===== src/rtl/main_fsm.sv =====
// Moore control FSM for the multi-cycle RISC-V datapath (fetch/decode/execute/memory/writeback).
// Outputs are registered from the next-state decode, so they present the current state's values.
module main_fsm #(
   parameter int unsigned MEM_LATENCY = 0
) (
   input  logic       clk,
   input  logic       reset_n,
   input  logic [6:0] op,
   output logic       PCUpdate,
   output logic       Branch,
   output logic       RegWrite,
   output logic       MemWrite,
   output logic       IRWrite,
   output logic       AdrSrc,
   output logic [1:0] ResultSrc,
   output logic [1:0] ALUSrcA,
   output logic [1:0] ALUSrcB,
   output logic [1:0] ALUOp,
   output logic       illegal
);

   localparam int unsigned CNT_W = 4;
   localparam logic [CNT_W-1:0] LAT = CNT_W'(MEM_LATENCY);
   // FETCH is a final-wait cycle straight out of reset only for single-cycle memory
   localparam logic FETCH_FIN_RST = (LAT == '0);

   localparam logic [6:0] OP_LW   = 7'b0000011;
   localparam logic [6:0] OP_SW   = 7'b0100011;
   localparam logic [6:0] OP_RTYP = 7'b0110011;
   localparam logic [6:0] OP_ITYP = 7'b0010011;
   localparam logic [6:0] OP_BEQ  = 7'b1100011;
   localparam logic [6:0] OP_JAL  = 7'b1101111;

   typedef enum logic [3:0] {
      FETCH, DECODE, MEMADR, MEMREAD, MEMWB, MEMWRITE,
      EXECUTER, EXECUTEI, ALUWB, BEQ, JAL
   } state_t;

   state_t           state, state_n;
   logic [CNT_W-1:0] cnt, cnt_n;
   logic             illegal_n;
   logic             fin_n;

   logic       pc_update_n, branch_n, reg_write_n, mem_write_n, ir_write_n, adr_src_n;
   logic [1:0] result_src_n, alu_src_a_n, alu_src_b_n, alu_op_n;

   // State, wait counter and outputs
   always_ff @(posedge clk or negedge reset_n) begin
      if (!reset_n) begin
         state     <= FETCH;
         cnt       <= '0;
         illegal   <= 1'b0;
         PCUpdate  <= FETCH_FIN_RST;
         Branch    <= 1'b0;
         RegWrite  <= 1'b0;
         MemWrite  <= 1'b0;
         IRWrite   <= FETCH_FIN_RST;
         AdrSrc    <= 1'b0;
         ResultSrc <= 2'b10;
         ALUSrcA   <= 2'b00;
         ALUSrcB   <= 2'b10;
         ALUOp     <= 2'b00;
      end else begin
         state     <= state_n;
         cnt       <= cnt_n;
         illegal   <= illegal_n;
         PCUpdate  <= pc_update_n;
         Branch    <= branch_n;
         RegWrite  <= reg_write_n;
         MemWrite  <= mem_write_n;
         IRWrite   <= ir_write_n;
         AdrSrc    <= adr_src_n;
         ResultSrc <= result_src_n;
         ALUSrcA   <= alu_src_a_n;
         ALUSrcB   <= alu_src_b_n;
         ALUOp     <= alu_op_n;
      end
   end

   // Next state, counter, and output decode of the next state
   always_comb begin
      state_n      = state;
      cnt_n        = '0;
      illegal_n    = illegal;
      pc_update_n  = 1'b0;
      branch_n     = 1'b0;
      reg_write_n  = 1'b0;
      mem_write_n  = 1'b0;
      ir_write_n   = 1'b0;
      adr_src_n    = 1'b0;
      result_src_n = 2'b00;
      alu_src_a_n  = 2'b00;
      alu_src_b_n  = 2'b00;
      alu_op_n     = 2'b00;

      // Counter runs only while a wait state is held; any exit or entry leaves it at zero
      case (state)
         FETCH:    if (cnt == LAT) state_n = DECODE;  else cnt_n = cnt + CNT_W'(1);
         DECODE: begin
            case (op)
               OP_LW, OP_SW: state_n = MEMADR;
               OP_RTYP:      state_n = EXECUTER;
               OP_ITYP:      state_n = EXECUTEI;
               OP_BEQ:       state_n = BEQ;
               OP_JAL:       state_n = JAL;
               default: begin
                  state_n   = FETCH;
                  illegal_n = 1'b1;
               end
            endcase
         end
         MEMADR:   state_n = (op == OP_LW) ? MEMREAD : MEMWRITE;
         MEMREAD:  if (cnt == LAT) state_n = MEMWB; else cnt_n = cnt + CNT_W'(1);
         MEMWB:    state_n = FETCH;
         MEMWRITE: if (cnt == LAT) state_n = FETCH; else cnt_n = cnt + CNT_W'(1);
         EXECUTER: state_n = ALUWB;
         EXECUTEI: state_n = ALUWB;
         ALUWB:    state_n = FETCH;
         BEQ:      state_n = FETCH;
         JAL:      state_n = ALUWB;
         default:  state_n = FETCH;
      endcase

      fin_n = (cnt_n == LAT);

      case (state_n)
         FETCH: begin
            result_src_n = 2'b10;
            alu_src_b_n  = 2'b10;
            ir_write_n   = fin_n;
            pc_update_n  = fin_n;
         end
         DECODE: begin
            alu_src_a_n = 2'b01;
            alu_src_b_n = 2'b01;
         end
         MEMADR: begin
            alu_src_a_n = 2'b10;
            alu_src_b_n = 2'b01;
         end
         MEMREAD:  adr_src_n = 1'b1;
         MEMWB: begin
            result_src_n = 2'b01;
            reg_write_n  = 1'b1;
         end
         MEMWRITE: begin
            adr_src_n   = 1'b1;
            mem_write_n = fin_n;
         end
         EXECUTER: begin
            alu_src_a_n = 2'b10;
            alu_op_n    = 2'b10;
         end
         EXECUTEI: begin
            alu_src_a_n = 2'b10;
            alu_src_b_n = 2'b01;
            alu_op_n    = 2'b10;
         end
         ALUWB:    reg_write_n = 1'b1;
         BEQ: begin
            alu_src_a_n = 2'b10;
            alu_op_n    = 2'b01;
            branch_n    = 1'b1;
         end
         JAL: begin
            alu_src_a_n = 2'b01;
            alu_src_b_n = 2'b10;
            pc_update_n = 1'b1;
         end
         default: ;
      endcase
   end

endmodule


===== config.mk =====
export PLATFORM = sky130hd
export DESIGN_NAME = main_fsm
export DESIGN_NICKNAME = d
export VERILOG_FILES = /design/src/rtl/main_fsm.sv
export SDC_FILE = /design/constraint.sdc
export NUM_CORES = 1
export LEC_CHECK = 0
export BUFFER_PORTS_ARGS = -buffer_cell sky130_fd_sc_hd__buf_4
export CELL_PAD_IN_SITES_DETAIL_PLACEMENT = 0
export CELL_PAD_IN_SITES_GLOBAL_PLACEMENT = 1
export CORE_ASPECT_RATIO = 0.75
export CORE_MARGIN = 1.5
export CORE_UTILIZATION = 42
export DETAILED_ROUTE_END_ITERATION = 6
export PLACE_DENSITY = 0.84
export RECOVER_POWER = 50
export SLEW_MARGIN = 20
export SYNTH_ARGS = -nofsm -noshare
export SYNTH_HDL_FRONTEND = slang
export SYNTH_SLANG_ARGS = --single-unit

===== constraint.sdc =====
create_clock -name clk -period 2.1 [get_ports clk]
set_input_delay 0.315 -clock clk [delete_from_list [all_inputs] [get_ports clk]]
set_output_delay 0.315 -clock clk [all_outputs]
set_load 0.05 [all_outputs]

* After elaboration in Yosys (flattened, before gate mapping)
Cells that the tools add are included. Widths: inputs -> output; s select.
Storage, ports and cells: input port bits 9, word-level logic and storage cells 72, register bits after elaboration 23, output and inout port bits 15
Cells by class: add/subtract/negate cells 1, reduce and logical (&&, ||, !) cells 16, bitwise logic cells 1, multiplexer cells 18, eq/ne operators 23
Operators with widths (number):
- $eq 4x3->1 const B | 7
- $pmux 4 s6 | 1
- $mux 4 | 5
- $pmux 4 s5 | 1
- $eq 4x2->1 const B | 4
- $eq 4x4->1 const B | 4
- $logic_not 4->1 | 4
- $pmux 2 s2 | 4
- $eq 7x6->1 const B | 2
- $eq 7x7->1 const B | 2
- $reduce_or 2->1 | 6
- $reduce_or 3->1 | 3
- $eq 4x1->1 const B | 2
- $eq 7x2->1 const B | 1
- $eq 7x5->1 const B | 1
- $reduce_or 6->1 | 1
- $mux 1 | 5
- $add 4x1->4 const B | 1
- $reduce_or 4->1 | 1
- $mux 3 | 1
- $pmux 1 s2 | 1
- $reduce_and 2->1 | 1
- $not 1->1 | 1

* Depth between registers and ports, before layout
Gate-level depths: netlist (run 1).
word-level depth 7, depth in mapped cells 9, mapped depth without buffers 8

* Worst setup path before layout (run 1)
OpenSTA, ideal clock, no wires.
path type register to register, from register cnt[0], to register ALUSrcA[1], buffers on the path 2, period minus slack after synthesis 1.831 ns, stages on the path, launching flop included 10, data arrival time 1.703 ns, data required time 1.972 ns, path slack 0.269 ns, setup time 0.128 ns, cell sequence dfrtp_1 inv_1 ha_1 or3b_1 buf_6 mux2i_4 o221ai_2 buf_6 a31oi_1 o31ai_1
On the way: word-level cells in the longest chain between the ends 6, elaborated cells on any way between the ends 14, those cells by class eq/ne: 6; mux: 5; reduce/logical: 3
Ends and longest elaborated chain:
- from (decl) | line 40 | logic [CNT_W-1:0] cnt, cnt_n;
- from (signal assigned) | line 65 | cnt <= cnt_n;
- $logic_not 4->1 * | line 98, 113, 115
- $mux 4, on equally long branches | line 115, 113, 98
- $pmux 4 s6 * | line 97 | case (state)
- named net state_n[0] | line 39 | state_t state, state_n;
- $eq 4x4->1 (tied with other cells) | line 126 | case (state_n)
- $reduce_or 4->1 (no source line) or $reduce_or 2->1 (tied branches)
- $pmux 2 s2 * | line 126
- named net alu_src_a_n[1] | line 45 | logic [1:0] result_src_n, alu_src_a_n, alu_src_b_n, alu_op_n;
- to (signal assigned) | line 74 | ALUSrcA <= alu_src_a_n;
- to (decl) | line 16 | output logic [1:0] ALUSrcA,
Mark *: on every way through the listed nets, which the timed path passes. The rest lies on a longest branch. A chain may end at the register's enable or synchronous reset.

* Final worst setup path (run 1)
from register cnt[0], to register ALUSrcA[0]
Same word-level chain as after synthesis.

==> results.md, run 1 <==
| Step | Item | Reported |
|:---|:---|:---|
| pwr | Worst voltage drop across the vdd grid | 0.544 mV |
| detailed routing | Final wirelength | 2340 um |
| clocking | Cell at the root of the clock tree | sky130_fd_sc_hd__clkbuf_8 |
| logic synthesis | Yosys Warn Count | 0 |
| detailed routing | Number of search-and-repair iterations in the first detailed-routing pass | 4 |
| setup path | Crit Path Class | register to register |
| detailed routing | DRT iter0 DRCs | 25 |
| global route | Aggregate global routing overflow | 0 |
| job | Number of max-capacitance violations reported | 0 |
| layout | Leading cell types in the layout, fill and taps excluded | sky130_fd_sc_hd__dfrtp_1 (19), sky130_fd_sc_hd__buf_4 (19), sky130_fd_sc_hd__clkbuf_1 (8), sky130_fd_sc_hd__inv_1 (7), sky130_fd_sc_hd__nor2_1 (6) |
| global route | Overall fraction of global-route tracks in use | 16.2% |
| layout | Antenna diode count | 0 |
| detailed routing | Detailed-route DRC error count | 0 |
| logic synthesis | Most used flip-flop cell after synthesis | sky130_fd_sc_hd__dfrtp_1 |
| timing | Worst Hold Slack | 376 ps |
| setup path | Critical-path maximum fanout | 8 |
| detailed routing | Avg Vias per Cell | 5.28 |
| logic synthesis | Number of enable-type register cells in the synthesized netlist | 0 |
| placement | Final HPWL DP | 1750 um |
| floorplan | Initial standard-cell utilization of the core | 46.0% |
| layout | Combined flip-flop and latch cell area | 581 um2 |
| clocking | Number of buffers created by CTS | 3 |
| floorplan | Die span in x | 66.1 um |
| setup path | Reg-to-reg slack, setup | 150 ps |
| clocking | Clock latency of the later-clocked register in the worst-skew pair | 260 ps |
| layout | Layout net count | 146 |
| pwr | Power density over the cells | 1000 mW/mm2 |
| layout | Final standard cell utilization of the core | 53.6% |
| clocking | Maximum buffer depth of the clock tree | 2 |
| clocking | Number of buffers inserted by post-CTS setup repair | 0 |
| logic synthesis | Syn nets | 119 |
| placement | Number of buffer cells added on primary ports | 23 |
| timing | Max Freq | 0.513 GHz |
| hold path | Worst Hold Class | primary input to register |
| pwr | Cell-internal power | 0.889 mW |
| clocking | CTS sink cnt | 23 |
| global route | Pin count of the biggest net entering global routing | 24 |
| setup path | Category of the worst setup path capture point | register |
| floorplan | Vertical extent of the die | 50.3 um |
| pwr | Switching power | 0.574 mW |
| floorplan | Count of pins on the block boundary | 24 |
| global route | Antenna violations before repair | 0 |
| timing | Final count of pins violating max slew | 0 |
| setup path | Worst EP arrival | 2100 ps |
| setup path | Category of the worst setup path launch point | register |
| pwr | Combinational group share of total power | 42.8% |
| floorplan | Die outline area | 0.00332 mm2 |
| clocking | Number of H-tree levels | 1 |
| logic synthesis | Avg Synthesized Cell Area | 11.6 um2 |
| status | Run status | finished, final reports clean |
| placement | Cell total after placement | 165 |
| timing | Unrepaired setup endpoints after global routing | no |
| setup path | CP Data Required Time | 2250 ps |
| logic synthesis | Synth Instances | 108 |
| logic synthesis | Sequential-to-total area share from yosys stat | 46.4% |
| pwr | Net Sw Frac | 39.2% |
| clocking | CTS tree | built |
| timing | Final number of hold-violating endpoints | 0 |
| clocking | Clock-pin slew on the worst setup and hold paths | 80 ps |
| layout | Final std cells w/o fill | 170 |
| floorplan | Standard-cell row count | 16 |
| logic synthesis | Combined area of all synthesized cells | 0.00125 mm2 |
| layout | Total area of multi-input combinational cells | 573 um2 |
| timing | Fin crit period | 1950 ps |
| placement | Post-placement cell area | 0.00143 mm2 |
| pwr | Leakage power figure | 0.657 nW |
| timing | Summed negative setup slack over all endpoints | 0 ps |
| layout | Share of final-layout standard cells stronger than drive strength 1 | 32.8% |
| global route | Global-route wire length before repair | 3950 um |
| layout | Fill cell count | 258 |
| placement | Routability-driven placement congestion ratio | 0.800 |
| pwr | Clock network power share | 18.1% |
| layout | Area Growth Syn to Fin | 16.5% |
| timing | Fraction of the cycle the final worst path needs | 92.8% |
| logic synthesis | Number of flip-flops and latches in the synthesized netlist | 23 |
| timing | Final worst clock skew | 1.70 ps |
| timing | Total of endpoints with negative setup slack in the final report | 0 |
| pwr | Part of the power in registers | 39.1% |
| global route | Vias in the first global route | 855 |
| detailed routing | Detailed-route wire length per cell | 13.7 um |
| detailed routing | Via count of the routed design | 897 |
| timing | Max_slew headroom | 21.9% |
| logic synthesis | Distinct cell type count of the synthesized netlist | 48 |
| timing | Slew at the pin with the worst max-slew slack | 1170 ps |
| detailed routing | Residual antenna-violating net count after detailed routing | 0 |
| logic synthesis | Async set-reset flop share out of synthesis | 100% |
| floorplan | Placeable core region | 0.00272 mm2 |
| layout | Post-route standard cell area excluding fillers | 0.00146 mm2 |
==> registers in the layout (all words and copies together), names as in the netlist, 2 cells and up <==
name / flops
ALUSrcB: 2
ResultSrc: 2
ALUSrcA: 2
cnt: 4
state: 4
ALUOp: 2
==> path summary, 6_finish.rpt <==
kind                                         to  cells past startpoint                 from
hold / removal              illegal$_DFFE_PN0P_                      3                op[1]
setup / recovery           ALUSrcA[0]$_DFF_PN0_                      8     cnt[0]$_DFF_PN0_
hold reg to reg             illegal$_DFFE_PN0P_                      1  illegal$_DFFE_PN0P_
min in group asynchronous      cnt[3]$_DFF_PN0_                      2              reset_n
max in group asynchronous    state[0]$_DFF_PN0_                      2              reset_n
setup reg to reg           ALUSrcA[0]$_DFF_PN0_                      8     cnt[0]$_DFF_PN0_
==> power by group through the flow <==
stage | Sequential [mW] | Clock, mW | Combinational [mW]
floorplan | 0.808 | 0 | 0.254
finish | 0.572 | 0.265 | 0.627
CTS | 0.573 | 0.271 | 0.641
global placement | 0.578 | 0 | 0.632
detailed placement | 0.580 | 0 | 0.639
global route | 0.581 | 0.296 | 0.666
==> logic make-up (layout without fill, tap and decap cells) <==
kind of cell | count (synthesis) | count (layout) | synth area share (%)
adders and majority gates | 2 | 2 | 2.00
AOI/OAI and AO/OA | 23 | 23 | 16.0
DFF | 23 | 23 | 46.4
and+or+nand+nor | 41 | 41 | 22.9
buffers and inverters | 14 | 40 | 8.09
xor gates and xnor gates | 3 | 3 | 2.10
muxes | 2 | 2 | 2.60
==> through the flow <==
stage | total power, mW | setup slack [ps]
2_1_floorplan | 1.06 | 269
3_3_place_gp | 1.21 | 129
3_5_place_dp | 1.22 | 68.1
4_1_cts | 1.48 | 55.8
5_1_grt | 1.54 | 19.7
6_report | 1.46 | 152
==> routing by layer <==
metal,GRT usage (%),vias up,wire length (um)
met5,0,-,0
met2,26.3,11,1110
met3,4.04,5,77
met4,5.10,0,27
li1,-,445,-
met1,21.3,436,1120
==> what timing repair did <==
item,4_1_cts,5_1_grt
gates resized for setup,0,1
hold buffers,1,0
hold endpoints to repair,19,0
endpoints found under the setup margin,0,7
==> critical path, stage by stage, from the launching register on <==
cell,delay [ps]
sky130_fd_sc_hd__dfrtp_1,430
sky130_fd_sc_hd__inv_1,80
sky130_fd_sc_hd__ha_1,150
sky130_fd_sc_hd__or3b_4,440
sky130_fd_sc_hd__a22oi_1,210
sky130_fd_sc_hd__o22a_2,250
sky130_fd_sc_hd__inv_1,100
sky130_fd_sc_hd__nand2_1,110
sky130_fd_sc_hd__nand2_1,70
==> final cells by class <==
cell class	count	share of cell area, %
sequential	23	39.8
timing repair buffer	28	12.5
clock inverter	1	0.343
inverter	8	2.14
clock buffer	3	2.83
tap	36	3.09
multi-input combinational	71	39.3
==> Yosys cell counts (2+ instances only) <==
library cell / n / share of area, %
sky130_fd_sc_hd__inv_1: 7 / 2.1
sky130_fd_sc_hd__a22oi_1: 2 / 1.2
sky130_fd_sc_hd__and2_1: 3 / 1.5
sky130_fd_sc_hd__nand3_1: 3 / 1.2
sky130_fd_sc_hd__nor2_1: 6 / 1.8
sky130_fd_sc_hd__buf_6: 2 / 1.8
sky130_fd_sc_hd__ha_1: 2 / 2.0
sky130_fd_sc_hd__dfstp_2: 4 / 8.4
sky130_fd_sc_hd__nor3b_1: 2 / 1.2
sky130_fd_sc_hd__clkbuf_8: 2 / 2.2
sky130_fd_sc_hd__and3_1: 2 / 1.0
sky130_fd_sc_hd__o21ba_2: 2 / 1.6
sky130_fd_sc_hd__dfrtp_1: 19 / 38
sky130_fd_sc_hd__a211oi_2: 2 / 2.0
sky130_fd_sc_hd__a21oi_1: 5 / 2.0
sky130_fd_sc_hd__nor3_1: 4 / 1.6
sky130_fd_sc_hd__xnor2_1: 3 / 2.1
sky130_fd_sc_hd__or3b_1: 2 / 1.4
sky130_fd_sc_hd__nand2_1: 5 / 1.5
sky130_fd_sc_hd__nand3b_1: 3 / 1.8
Note: power is estimated with default switching activity, not from simulation.
==> run 2: changes to the inputs <==
MAX_ROUTING_LAYER = met4   (was not set)
==> run 2 against run 1 <==
- register-to-register slack about the same
- worst hold slack about the same
- count of clock-buffer cells in the layout unchanged
- largest cell class unchanged
==> results.md, run 2 (same netlist as run 1, synthesis figures left out) <==
| Step | Item | Reported |
|:---|:---|:---|
| floorplan | Die outline area | 0.00332 mm2 |
| floorplan | Standard-cell row count | 16 |
| timing | Final count of pins violating max slew | 0 |
| setup path | Worst EP arrival | 2100 ps |
| hold path | Number of cells on the worst hold path | 3 |
| hold path | Worst Hold Class | primary input to register |
| pwr | Cell-internal power | 0.889 mW |
| status | Run status | finished, final reports clean |
| floorplan | Placeable core region | 0.00272 mm2 |
| detailed routing | Detailed-route wire length per cell | 13.8 um |
| placement | Cell total after placement | 165 |
| setup path | Crit Path Class | register to register |
| placement | Number of buffer cells added on primary ports | 23 |
| pwr | Part of the power in registers | 39.1% |
| pwr | Switching power | 0.574 mW |
| layout | Leading cell types in the layout, fill and taps excluded | sky130_fd_sc_hd__dfrtp_1 (19), sky130_fd_sc_hd__buf_4 (19), sky130_fd_sc_hd__clkbuf_1 (8), sky130_fd_sc_hd__inv_1 (7), sky130_fd_sc_hd__nor2_1 (6) |
| clocking | Number of buffers created by CTS | 3 |
| job | Number of max-capacitance violations reported | 0 |
| setup path | Category of the worst setup path launch point | register |
| clocking | Number of buffers inserted by post-CTS setup repair | 0 |
| detailed routing | DRT iter0 DRCs | 27 |
| timing | Total of endpoints with negative setup slack in the final report | 0 |
| global route | Global-route wire length before repair | 3950 um |
| pwr | Power density over the cells | 1000 mW/mm2 |
| timing | Setup WS post-layout | 151 ps |
| detailed routing | Final wirelength | 2340 um |
| layout | Total area of multi-input combinational cells | 573 um2 |
| timing | Max Freq | 0.513 GHz |
| layout | Layout net count | 146 |
| pwr | Total power | 1.46 mW |
| timing | Final number of hold-violating endpoints | 0 |
| clocking | Number of H-tree levels | 1 |
| timing | Fin crit period | 1950 ps |
| detailed routing | Residual antenna-violating net count after detailed routing | 0 |
| timing | Summed negative setup slack over all endpoints | 0 ps |
| timing | Final worst clock skew | 1.68 ps |
| layout | Fill cell count | 258 |
| detailed routing | Via count of the routed design | 893 |
| pwr | Net Sw Frac | 39.2% |
| setup path | Critical-path maximum fanout | 8 |
| timing | Fraction of the cycle the final worst path needs | 92.8% |
| pwr | Combinational group share of total power | 42.8% |
| setup path | R2r endpoint | ALUSrcA[0]$_DFF_PN0_ |
| layout | Area Growth Syn to Fin | 16.5% |
| layout | Registers with the highest flip-flop counts | cnt (4), state (4) |
| global route | Aggregate global routing overflow | 0 |
| layout | Combined flip-flop and latch cell area | 581 um2 |
| floorplan | Die span in x | 66.1 um |
| clocking | Maximum buffer depth of the clock tree | 2 |
| floorplan | Count of pins on the block boundary | 24 |
| setup path | Number of cells on the worst reg-to-reg path | 8 |
| layout | Final standard cell utilization of the core | 53.6% |
| global route | Antenna violations before repair | 0 |
| pwr | Clock network power share | 18.1% |
| timing | Max_slew headroom | 22.1% |
| clocking | CTS sink cnt | 23 |
| pwr | Worst voltage drop across the vdd grid | 0.544 mV |
| floorplan | Vertical extent of the die | 50.3 um |
| timing | Unrepaired setup endpoints after global routing | no |
| pwr | Leakage power figure | 0.657 nW |
| placement | Final HPWL DP | 1750 um |
| hold path | Hold Startpoint | op[1] |
| clocking | CTS tree | built |
| setup path | Category of the worst setup path capture point | register |
| global route | Pin count of the biggest net entering global routing | 24 |
| detailed routing | Avg Vias per Cell | 5.25 |
| floorplan | Initial standard-cell utilization of the core | 46.0% |
| clocking | Clock latency of the later-clocked register in the worst-skew pair | 260 ps |
| layout | Share of final-layout standard cells stronger than drive strength 1 | 32.8% |
| timing | Slew at the pin with the worst max-slew slack | 1170 ps |
| clocking | Clock-pin slew on the worst setup and hold paths | 80 ps |
| placement | Worst slack after detailed placement | 68.1 ps |
| global route | Vias in the first global route | 853 |
| hold path | Worst hold endpoint | illegal$_DFFE_PN0P_ |
| global route | Overall fraction of global-route tracks in use | 16.6% |
| layout | Final std cells w/o fill | 170 |
| detailed routing | Detailed-route DRC error count | 0 |
| placement | Routability-driven placement congestion ratio | 0.812 |
| clocking | Cell at the root of the clock tree | sky130_fd_sc_hd__clkbuf_8 |
| setup path | Reg-to-reg slack, setup | 150 ps |
| setup path | Reg-to-reg startpoint | cnt[0]$_DFF_PN0_ |
| setup path | CP Data Required Time | 2250 ps |
| layout | Antenna diode count | 0 |
| detailed routing | Number of search-and-repair iterations in the first detailed-routing pass | 4 |
run 2: repair_timing:
action / 4_1_cts / 5_1_grt
hold buffers: 1 / 0
endpoints found under the setup margin: 0 / 7
resized for setup: 0 / 1
endpoints found under the hold margin: 19 / 0
run 2: stage by stage:
step	area, um2	hold WS [ps]
global route	1460	400
global placement	1430	214
finish	1460	376
CTS	1490	379
detailed placement	1430	220
floorplan	1250	19.4
run 2: layout make-up:
class                      count  area share [%]
clock buffer                   3            2.83
timing repair buffer          28            12.5
sequential                    23            39.8
clock inverter                 1           0.343
inverter                       8            2.14
tap                           36            3.09
multi-input combinational     71            39.3
run 2: how the worst max path moves through the flow:
| stage | start | end | slack [ps] | cells past startpoint |
|---|---|---|---|---|
| after floorplan | cnt[0]$_DFF_PN0_ | ALUSrcA[1]$_DFF_PN0_ | 270 | 9 |
| after global placement | cnt[0]$_DFF_PN0_ | ALUSrcA[0]$_DFF_PN0_ | 130 | 8 |
| after detailed placement | cnt[0]$_DFF_PN0_ | ALUSrcA[0]$_DFF_PN0_ | 70 | 8 |
| after CTS | cnt[0]$_DFF_PN0_ | ALUSrcA[0]$_DFF_PN0_ | 60 | 8 |
| after global routing | cnt[0]$_DFF_PN0_ | ALUSrcA[0]$_DFF_PN0_ | 20 | 8 |
| final | cnt[0]$_DFF_PN0_ | ALUSrcA[0]$_DFF_PN0_ | 150 | 8 |
run 2: per-layer routing:
metal  part of all wire (%)  wire (um)  GRT usage, %
met3                    3.2         75          4.04
met2                     48       1120          26.1
met5                      0          0             -
met1                     48       1120          21.4
met4                    1.4         32          5.10
run 2: power by group through the flow:
stage	Combinational [mW]	Clock, mW	Sequential, mW
after global placement	0.632	0	0.578
after detailed placement	0.639	0	0.580
after CTS	0.641	0.271	0.573
after floorplan	0.254	0	0.808
final	0.627	0.265	0.572
after global routing	0.666	0.296	0.581
run 2: critical path, cell delays in order (launching register included):
cell and delay [ps]:
sky130_fd_sc_hd__dfrtp_1 430, sky130_fd_sc_hd__inv_1 80, sky130_fd_sc_hd__ha_1 150, sky130_fd_sc_hd__or3b_4 440, sky130_fd_sc_hd__a22oi_1 210, sky130_fd_sc_hd__o22a_2 250
sky130_fd_sc_hd__inv_1 100, sky130_fd_sc_hd__nand2_1 110, sky130_fd_sc_hd__nand2_1 70
